$ cat config.mk
export PLATFORM = sky130hd
export DESIGN_NAME = xt_fetch_ctrl_flat
export DESIGN_NICKNAME = d
export VERILOG_FILES = /design/src/rtl/xt_pkg.sv /design/src/rtl/xt_fetch_ctrl_if.sv /design/src/rtl/xt_tile_fifo.sv /design/src/rtl/xt_fetch_ctrl.sv /design/src/flat_wrapper.sv
export SDC_FILE = /design/constraint.sdc
export NUM_CORES = 1
export LEC_CHECK = 0
export ABC_AREA = 1
export BUFFER_PORTS_ARGS = -buffer_cell sky130_fd_sc_hd__buf_2
export CORE_MARGIN = 1
export CORE_UTILIZATION = 40
export DETAILED_ROUTE_END_ITERATION = 6
export PLACE_DENSITY = 0.67
export SYNTH_ARGS = -nofsm -noshare
export SYNTH_HDL_FRONTEND = slang
export SYNTH_SLANG_ARGS = --single-unit
$ cat constraint.sdc
create_clock -name clk -period 3.8 [get_ports clk]
set_input_delay 0.76 -clock clk [delete_from_list [all_inputs] [get_ports clk]]
set_output_delay 0.76 -clock clk [all_outputs]
set_load 0.02 [all_outputs]
$ cat src/rtl/xt_pkg.sv
`default_nettype none
// +------------------------------------------------------------------+
// | xt_pkg : shared types for the x_t tile fetch path                |
// | Rev 1.0                                                          |
// +------------------------------------------------------------------+
package xt_pkg;

  localparam int XT_ADDR_W    = 6;
  localparam int XT_DATA_W    = 16;
  localparam int XT_TILE_SIZE = 4;
  localparam int XT_DEPTH     = 2;

  typedef enum logic [1:0] {
    IDLE  = 2'd0,
    RUN   = 2'd1,
    DRAIN = 2'd2,
    DONE  = 2'd3
  } xt_state_e;

  typedef logic signed [XT_DATA_W-1:0] xt_elem_t;
  typedef xt_elem_t [XT_TILE_SIZE-1:0] xt_vec_t;

  typedef struct packed {
    xt_vec_t              vec;
    logic [XT_ADDR_W-1:0] idx;
    logic                 last;
  } xt_tile_t;

endpackage
`default_nettype wire

$ cat src/rtl/xt_fetch_ctrl_if.sv
`default_nettype none
// +------------------------------------------------------------------+
// | xt_fetch_ctrl_if : ROM read bus plus tile valid/ready stream     |
// | Rev 1.0                                                          |
// +------------------------------------------------------------------+
interface xt_fetch_ctrl_if;
  import xt_pkg::*;

  logic                 xt_en;
  logic [XT_ADDR_W-1:0] xt_addr;
  xt_vec_t              xt_din_vec;
  xt_vec_t              tile_vec;
  logic                 tile_valid;
  logic                 tile_ready;
  logic [XT_ADDR_W-1:0] tile_idx;
  logic                 tile_last;

  modport master (
    output xt_en, xt_addr, tile_vec, tile_valid, tile_idx, tile_last,
    input  xt_din_vec, tile_ready
  );

  modport slave (
    input  xt_en, xt_addr, tile_vec, tile_valid, tile_idx, tile_last,
    output xt_din_vec, tile_ready
  );
endinterface
`default_nettype wire

$ cat src/rtl/xt_tile_fifo.sv
`default_nettype none
// +------------------------------------------------------------------+
// | xt_tile_fifo : small synchronous FIFO of tagged tiles with flush |
// | Rev 1.0                                                          |
// +------------------------------------------------------------------+
module xt_tile_fifo
  import xt_pkg::*;
#(
  parameter  int DEPTH = XT_DEPTH,
  localparam int CNT_W = $clog2(DEPTH + 1)
) (
  input  logic             clk,
  input  logic             rst_n,
  input  logic             flush,
  input  logic             push,
  input  xt_tile_t         push_tile,
  input  logic             pop,
  output xt_tile_t         head,
  output logic [CNT_W-1:0] count,
  output logic             empty
);

  localparam int PTR_W = (DEPTH > 1) ? $clog2(DEPTH) : 1;
  localparam logic [CNT_W-1:0] CNT_ONE  = CNT_W'(1);
  localparam logic [CNT_W-1:0] CNT_FULL = CNT_W'(DEPTH);

  xt_tile_t         mem_q [DEPTH];
  xt_tile_t         mem_d [DEPTH];
  logic [PTR_W-1:0] wr_ptr_q, wr_ptr_d;
  logic [PTR_W-1:0] rd_ptr_q, rd_ptr_d;
  logic [CNT_W-1:0] count_q, count_d;
  logic             full;
  logic             pop_ok;

  function automatic logic [PTR_W-1:0] ptr_inc(input logic [PTR_W-1:0] p);
    return (p == PTR_W'(DEPTH - 1)) ? '0 : p + PTR_W'(1);
  endfunction

  assign empty  = (count_q == '0);
  assign full   = (count_q == CNT_FULL);
  assign pop_ok = pop && !empty;
  assign head   = mem_q[rd_ptr_q];
  assign count  = count_q;

  always_comb begin
    mem_d    = mem_q;
    wr_ptr_d = wr_ptr_q;
    rd_ptr_d = rd_ptr_q;
    count_d  = count_q;
    if (flush) begin
      wr_ptr_d = '0;
      rd_ptr_d = '0;
      count_d  = '0;
    end else begin
      if (push) begin
        mem_d[wr_ptr_q] = push_tile;
        wr_ptr_d        = ptr_inc(wr_ptr_q);
      end
      if (pop_ok) begin
        rd_ptr_d = ptr_inc(rd_ptr_q);
      end
      if (push && !pop_ok) begin
        count_d = count_q + CNT_ONE;
      end else if (pop_ok && !push) begin
        count_d = count_q - CNT_ONE;
      end
    end
  end

  always_ff @(posedge clk or negedge rst_n) begin
    if (!rst_n) begin
      for (int i = 0; i < DEPTH; i++) begin
        mem_q[i] <= '0;
      end
      wr_ptr_q <= '0;
      rd_ptr_q <= '0;
      count_q  <= '0;
    end else begin
      mem_q    <= mem_d;
      wr_ptr_q <= wr_ptr_d;
      rd_ptr_q <= rd_ptr_d;
      count_q  <= count_d;
    end
  end

  // The fetch controller's read credit keeps pushes away from a full FIFO.
  a_no_push_on_full : assert property (@(posedge clk) disable iff (!rst_n)
    !(push && full && !flush));

endmodule
`default_nettype wire

$ cat src/rtl/xt_fetch_ctrl.sv
`default_nettype none
// +------------------------------------------------------------------+
// | xt_fetch_ctrl : sequences x_t ROM tile reads into a valid/ready  |
// | stream, absorbing the one-cycle ROM read latency. Rev 1.0        |
// +------------------------------------------------------------------+
module xt_fetch_ctrl
  import xt_pkg::*;
#(
  parameter int ADDR_W     = XT_ADDR_W,
  parameter int DATA_W     = XT_DATA_W,
  parameter int TILE_SIZE  = XT_TILE_SIZE,
  parameter int FIFO_DEPTH = XT_DEPTH
) (
  input  logic              clk,
  input  logic              rst_n,
  input  logic              start,
  input  logic              abort,
  input  logic [ADDR_W-1:0] cfg_base_addr,
  input  logic [ADDR_W:0]   cfg_num_tiles,
  output logic              busy,
  output logic              done,
  xt_fetch_ctrl_if.master   bus
);

  localparam int CNT_W = $clog2(FIFO_DEPTH + 1);
  localparam logic [ADDR_W:0]  MAX_TILES = {1'b1, {ADDR_W{1'b0}}};
  localparam logic [ADDR_W:0]  TILE_ONE  = (ADDR_W + 1)'(1);
  localparam logic [CNT_W:0]   CREDITS   = (CNT_W + 1)'(FIFO_DEPTH);

  xt_state_e         state_q, state_d;
  logic              busy_q, busy_d;
  logic              done_q, done_d;
  logic              xt_en_q, xt_en_d;
  logic [ADDR_W-1:0] base_q, base_d;
  logic [ADDR_W:0]   num_q, num_d;
  logic [ADDR_W:0]   issued_cnt_q, issued_cnt_d;
  logic [ADDR_W:0]   accepted_cnt_q, accepted_cnt_d;
  logic              rd_pend_q, rd_pend_d;
  logic [ADDR_W-1:0] rd_idx_q, rd_idx_d;
  logic              rd_last_q, rd_last_d;
  logic [ADDR_W-1:0] last_addr_q, last_addr_d;

  logic [ADDR_W:0]   num_clamped;
  logic [CNT_W-1:0]  fifo_count;
  logic              fifo_empty;
  logic [CNT_W:0]    outstanding;
  logic              pop;
  logic              push;
  logic              issue;
  logic [ADDR_W-1:0] issue_addr;
  logic [TILE_SIZE*DATA_W-1:0] din_flat;
  xt_tile_t          push_tile;
  xt_tile_t          head;

  xt_tile_fifo #(
    .DEPTH (FIFO_DEPTH)
  ) u_fifo (
    .clk       (clk),
    .rst_n     (rst_n),
    .flush     (abort),
    .push      (push),
    .push_tile (push_tile),
    .pop       (pop),
    .head      (head),
    .count     (fifo_count),
    .empty     (fifo_empty)
  );

  // Credit counts tiles queued plus the read in flight, less the tile leaving
  // this cycle, so a depth-2 buffer still sustains one tile per cycle.
  always_comb begin
    num_clamped = (cfg_num_tiles > MAX_TILES) ? MAX_TILES : cfg_num_tiles;
    pop         = !fifo_empty && bus.tile_ready;
    outstanding = {1'b0, fifo_count} + (CNT_W + 1)'(rd_pend_q) - (CNT_W + 1)'(pop);
    issue       = (state_q == RUN) && (outstanding < CREDITS) && !abort;
    issue_addr  = base_q + issued_cnt_q[ADDR_W-1:0];
    push        = rd_pend_q && !abort;
    din_flat    = bus.xt_din_vec;
    push_tile   = '{vec: xt_vec_t'(din_flat), idx: rd_idx_q, last: rd_last_q};
  end

  always_comb begin
    state_d        = state_q;
    busy_d         = busy_q;
    done_d         = 1'b0;
    xt_en_d        = xt_en_q;
    base_d         = base_q;
    num_d          = num_q;
    issued_cnt_d   = issued_cnt_q;
    accepted_cnt_d = accepted_cnt_q;
    rd_pend_d      = issue;
    rd_idx_d       = rd_idx_q;
    rd_last_d      = rd_last_q;
    last_addr_d    = last_addr_q;

    if (issue) begin
      issued_cnt_d = issued_cnt_q + TILE_ONE;
      rd_idx_d     = issued_cnt_q[ADDR_W-1:0];
      rd_last_d    = (issued_cnt_q + TILE_ONE == num_q);
      last_addr_d  = issue_addr;
    end
    if (pop) begin
      accepted_cnt_d = accepted_cnt_q + TILE_ONE;
    end

    case (state_q)
      IDLE: begin
        if (start) begin
          base_d         = cfg_base_addr;
          num_d          = num_clamped;
          issued_cnt_d   = '0;
          accepted_cnt_d = '0;
          busy_d         = 1'b1;
          if (num_clamped == '0) begin
            state_d = DONE;
            done_d  = 1'b1;
          end else begin
            state_d = RUN;
            xt_en_d = 1'b1;
          end
        end
      end
      RUN: begin
        if (issue && (issued_cnt_q + TILE_ONE == num_q)) begin
          state_d = DRAIN;
        end
      end
      DRAIN: begin
        if (pop && (accepted_cnt_q + TILE_ONE == num_q)) begin
          state_d = DONE;
          done_d  = 1'b1;
          xt_en_d = 1'b0;
        end
      end
      DONE: begin
        state_d = IDLE;
        busy_d  = 1'b0;
      end
      default: begin
        state_d = IDLE;
        busy_d  = 1'b0;
        xt_en_d = 1'b0;
      end
    endcase

    if (abort) begin
      state_d   = IDLE;
      busy_d    = 1'b0;
      done_d    = 1'b0;
      xt_en_d   = 1'b0;
      rd_pend_d = 1'b0;
    end
  end

  always_ff @(posedge clk or negedge rst_n) begin
    if (!rst_n) begin
      state_q        <= IDLE;
      busy_q         <= 1'b0;
      done_q         <= 1'b0;
      xt_en_q        <= 1'b0;
      base_q         <= '0;
      num_q          <= '0;
      issued_cnt_q   <= '0;
      accepted_cnt_q <= '0;
      rd_pend_q      <= 1'b0;
      rd_idx_q       <= '0;
      rd_last_q      <= 1'b0;
      last_addr_q    <= '0;
    end else begin
      state_q        <= state_d;
      busy_q         <= busy_d;
      done_q         <= done_d;
      xt_en_q        <= xt_en_d;
      base_q         <= base_d;
      num_q          <= num_d;
      issued_cnt_q   <= issued_cnt_d;
      accepted_cnt_q <= accepted_cnt_d;
      rd_pend_q      <= rd_pend_d;
      rd_idx_q       <= rd_idx_d;
      rd_last_q      <= rd_last_d;
      last_addr_q    <= last_addr_d;
    end
  end

  assign busy           = busy_q;
  assign done           = done_q;
  assign bus.xt_en      = xt_en_q;
  // Between issues the address holds; the ROM simply re-reads it.
  assign bus.xt_addr    = issue ? issue_addr : last_addr_q;
  assign bus.tile_valid = !fifo_empty;
  assign bus.tile_vec   = fifo_empty ? '0 : head.vec;
  assign bus.tile_idx   = fifo_empty ? '0 : head.idx;
  assign bus.tile_last  = !fifo_empty && head.last;

endmodule
`default_nettype wire

$ cat src/flat_wrapper.sv
// flat-port wrapper written by rule: the top's interface ports become plain ports
module xt_fetch_ctrl_flat import xt_pkg::*;
#(
  parameter int ADDR_W     = XT_ADDR_W,
  parameter int DATA_W     = XT_DATA_W,
  parameter int TILE_SIZE  = XT_TILE_SIZE,
  parameter int FIFO_DEPTH = XT_DEPTH
)
  (clk, rst_n, start, abort, cfg_base_addr, cfg_num_tiles, busy, done, bus_xt_en, bus_xt_addr, bus_tile_vec, bus_tile_valid, bus_tile_idx, bus_tile_last, bus_xt_din_vec, bus_tile_ready);
  xt_fetch_ctrl_if bus_i ();
  input  logic clk;
  input  logic rst_n;
  input  logic start;
  input  logic abort;
  input  logic [ADDR_W-1:0] cfg_base_addr;
  input  logic [ADDR_W:0] cfg_num_tiles;
  output logic busy;
  output logic done;
  output wire logic [$bits(bus_i.xt_en)-1:0] bus_xt_en;
  output wire logic [$bits(bus_i.xt_addr)-1:0] bus_xt_addr;
  output wire logic [$bits(bus_i.tile_vec)-1:0] bus_tile_vec;
  output wire logic [$bits(bus_i.tile_valid)-1:0] bus_tile_valid;
  output wire logic [$bits(bus_i.tile_idx)-1:0] bus_tile_idx;
  output wire logic [$bits(bus_i.tile_last)-1:0] bus_tile_last;
  input wire logic [$bits(bus_i.xt_din_vec)-1:0] bus_xt_din_vec;
  input wire logic [$bits(bus_i.tile_ready)-1:0] bus_tile_ready;
  assign bus_xt_en = bus_i.xt_en;
  assign bus_xt_addr = bus_i.xt_addr;
  assign bus_tile_vec = bus_i.tile_vec;
  assign bus_tile_valid = bus_i.tile_valid;
  assign bus_tile_idx = bus_i.tile_idx;
  assign bus_tile_last = bus_i.tile_last;
  assign bus_i.xt_din_vec = bus_xt_din_vec;
  assign bus_i.tile_ready = bus_tile_ready;
  xt_fetch_ctrl #(.ADDR_W(ADDR_W), .DATA_W(DATA_W), .TILE_SIZE(TILE_SIZE), .FIFO_DEPTH(FIFO_DEPTH)) u_core (.clk(clk), .rst_n(rst_n), .start(start), .abort(abort), .cfg_base_addr(cfg_base_addr), .cfg_num_tiles(cfg_num_tiles), .busy(busy), .done(done), .bus(bus_i));
endmodule
==> out/metrics.yaml <==
clock-root-buffer: "sky130_fd_sc_hd__clkbuf_16"
leakage_power_summed_over_all_cells_nw: 5.57
routed_wire_length_per_instance_um: 13.9
slew_headroom_pct: 37.4
cap_violations: 0
final_number_of_max_transition_violations: 0
routed_via_density: 4.98
clock-skew-final_ns: 0.0102
worstPathArrival_ns: 2.84
synth-seq-cells: 192
power.density_cell_area_nw_per_um2: 732
clock_latency_of_the_later_clocked_register_in_the_worst_skew_pair_ns: 0.42
postRouteWirelength_um: 21900
numCtsBuffers: 17
top_routing_layer_in_use: "met5"
wl_met1_um: 10500
synthDistinctLibCells: 31
detail-route-antenna-nets: 0
antenna-diode-count: 0
dr_wl_met3_um: 1130
area.growth.synth_to_final_pct: 17.7
period_utilisation_layout_pct: 94.9
antenna_found_initial: 1
detailed_place_hpwl_um: 14000
gp_congestion: 0.822
mappedNetlistNets: 1245
min_path_type: "in2async"
rows: 54
floorplan.io_pins: 163
fin_nets: 1377
grt_pass1_wl_um: 36900
worst-endpoint-required_ns: 3.04
initial_util_pct: 41.4
synth-warning-count: 0
timing.final.hold_violations: 0
placedCellCount: 1542
reg2reg_depth: 17
fin_tns_setup_ns: 0
power.ir.vdd_worst_v: 0.000449
buffer_ports.inserted: 162
synthCells: 1149
timing.final.setup_violations: 0
tritoncts: "built"
layout.cells.most_common: "sky130_fd_sc_hd__nand2_1"
r2r-start: "u_core.u_fifo.count[1]"
post_route_cells_drive_above_1_share_pct: 18.5
numClockSinks: 192
non_filler_cells_final: 1574
post_cts.repair.setup_buffers: 0
grt_max_degree: 100
drt_first_iter_violations: 530
worst-setup-path-type: "reg2out"
number_of_design_rule_violations_left_after_detail_routing: 0
gr-total-overflow: 0
run_status: "completed"
cts.htree.levels: 4
end_of_the_worst_register_to_register_path: "u_core.state_q[1]"
drt_first_pass_iters: 6
core_um2: 22100
cp-end-kind: "primary output"
period_needed_ns: 3.60
yosys_most_used_dff: "sky130_fd_sc_hd__dfrtp_1"
post_synth.cell_area_avg_um2: 7.96
maximum_count_of_clock_buffers_along_a_single_path: 2
achievable-frequency_mhz: 277
synth_sequential_area_ratio_pct: 52.5
floorplan.die.width_um: 153
first_global_vias: 7390
worstMarginPinSlew_ns: 0.939
unrepaired_setup_endpoints_after_global_routing: "false"
layout.cells.most_common_list: "387 x sky130_fd_sc_hd__nand2_1, 191 x sky130_fd_sc_hd__dfrtp_1, 172 x sky130_fd_sc_hd__o21ai_0"
die_area_um2: 23500
vias: 7843
critical_path.max_fanout: 13
r2r_slack_ns: 0.79
detailroute.wirelength.met2_um: 9990
cts.hold.buffers_added: 0
die-height_um: 153
n_fill_cell: 2187
ys_async_sr_fraction_pct: 100
clk_transition_reported_paths_ns: 0.08
critPathLaunchType: "flop"
mappedNetlistArea_um2: 9150
gr-usage-all-layers_pct: 19.4
synth_edf_count: 0
==> timing repair <==
action | CTS | global route
endpoints found under the hold margin | 0 | 0
endpoints found under the setup margin | 0 | 3
resized for setup | 0 | 3
==> Yosys cell counts (5+ instances only) <==
cell	n	area, µm²
sky130_fd_sc_hd__a21oi_1	88	440
sky130_fd_sc_hd__buf_2	17	85.1
sky130_fd_sc_hd__clkbuf_1	42	158
sky130_fd_sc_hd__dfrtp_1	192	4800
sky130_fd_sc_hd__ha_1	12	150
sky130_fd_sc_hd__inv_1	125	469
sky130_fd_sc_hd__nand2_1	389	1460
sky130_fd_sc_hd__nand2_2	11	68.8
sky130_fd_sc_hd__nand3_1	28	140
sky130_fd_sc_hd__nand3_2	9	90.1
sky130_fd_sc_hd__nand4_1	9	56.3
sky130_fd_sc_hd__nor2_1	20	75.1
sky130_fd_sc_hd__o21ai_0	177	886
sky130_fd_sc_hd__xor2_1	5	43.8
==> worst max path at each step <==
stage	startpoint	end
finish	u_core.u_fifo.count[1]	bus_xt_addr[0]
global route	u_core.u_fifo.count[1]	bus_xt_addr[3]
CTS	u_core.u_fifo.count[1]	bus_xt_addr[3]
detailed placement	bus_tile_ready	bus_xt_addr[3]
global placement	bus_tile_ready	bus_xt_addr[3]
floorplan	bus_tile_ready	bus_xt_addr[1]
==> flip-flops by register name, summed over array words and instances (netlist names), 2 cells and up <==
name                   count
u_core.accepted_cnt_q      7
u_core.base_q              6
u_core.issued_cnt_q        7
u_core.last_addr_q         6
u_core.num_q               7
u_core.rd_idx_q            6
u_core.state_q             2
u_core.u_fifo.count        2
u_core.u_fifo.mem_q      142
==> layer usage <==
layer / track usage [%] / vias up
li1: - / 3907
met1: 27.0 / 3708
met2: 31.0 / 208
met3: 3.43 / 18
met4: 5.34 / 2
met5: 0 / -
==> critical path, stage by stage (launching register included) <==
cell,delay (ns)
sky130_fd_sc_hd__dfrtp_1,0.46
sky130_fd_sc_hd__nor2_4,0.18
sky130_fd_sc_hd__nor2_8,0.04
sky130_fd_sc_hd__ha_1,0.26
sky130_fd_sc_hd__or2_2,0.30
sky130_fd_sc_hd__fa_1,0.48
sky130_fd_sc_hd__inv_1,0.04
sky130_fd_sc_hd__nor2_2,0.13
sky130_fd_sc_hd__nand2_4,0.13
sky130_fd_sc_hd__inv_1,0.10
sky130_fd_sc_hd__nand2_1,0.05
sky130_fd_sc_hd__nand2_1,0.07
sky130_fd_sc_hd__buf_2,0.16
==> kinds of logic (layout without fill, tap and decap cells) <==
group           Yosys count  in the layout  share of synthesized area, %
simple gates            476            476                          21.6
xor+xnor                  6              6                         0.575
compound gates          272            272                          15.0
fa+ha+maj                14             14                          2.08
buf+inv                 189            334                          8.15
flops                   192            192                          52.5
==> metrics by stage <==
step / worst slack (ns) / util (%) / cell area, µm² / hold slack, ns / total power, mW
2_1_floorplan: -0.0201 / - / 9150 / 0.453 / 5.34
3_3_place_gp: 0.171 / 46.1 / 10200 / 0.458 / 6.11
3_5_place_dp: 0.117 / 46.1 / 10200 / 0.461 / 6.19
4_1_cts: 0.0647 / 48.7 / 10800 / 0.434 / 7.95
5_1_grt: 0.0275 / 48.7 / 10800 / 0.459 / 8.53
6_report: 0.195 / 48.7 / 10800 / 0.413 / 7.88
==> report_power, final <==
group	internal [mW]	total (mW)	switching [mW]
Clock	0.886	1.73	0.842
Combinational	0.961	2.69	1.73
Sequential	2.92	3.46	0.540
==> final cells by class <==
class	instances	area, µm²	area share, %
Clock buffer	19	443	4.11
Clock inverter	13	125	1.16
Tap cell	280	350	3.25
Inverter	127	479	4.45
Sequential cell	192	4810	44.6
Multi-Input combinational cell	768	3620	33.6
Timing Repair Buffer	175	942	8.75
Power figures use the tool's default switching activity.
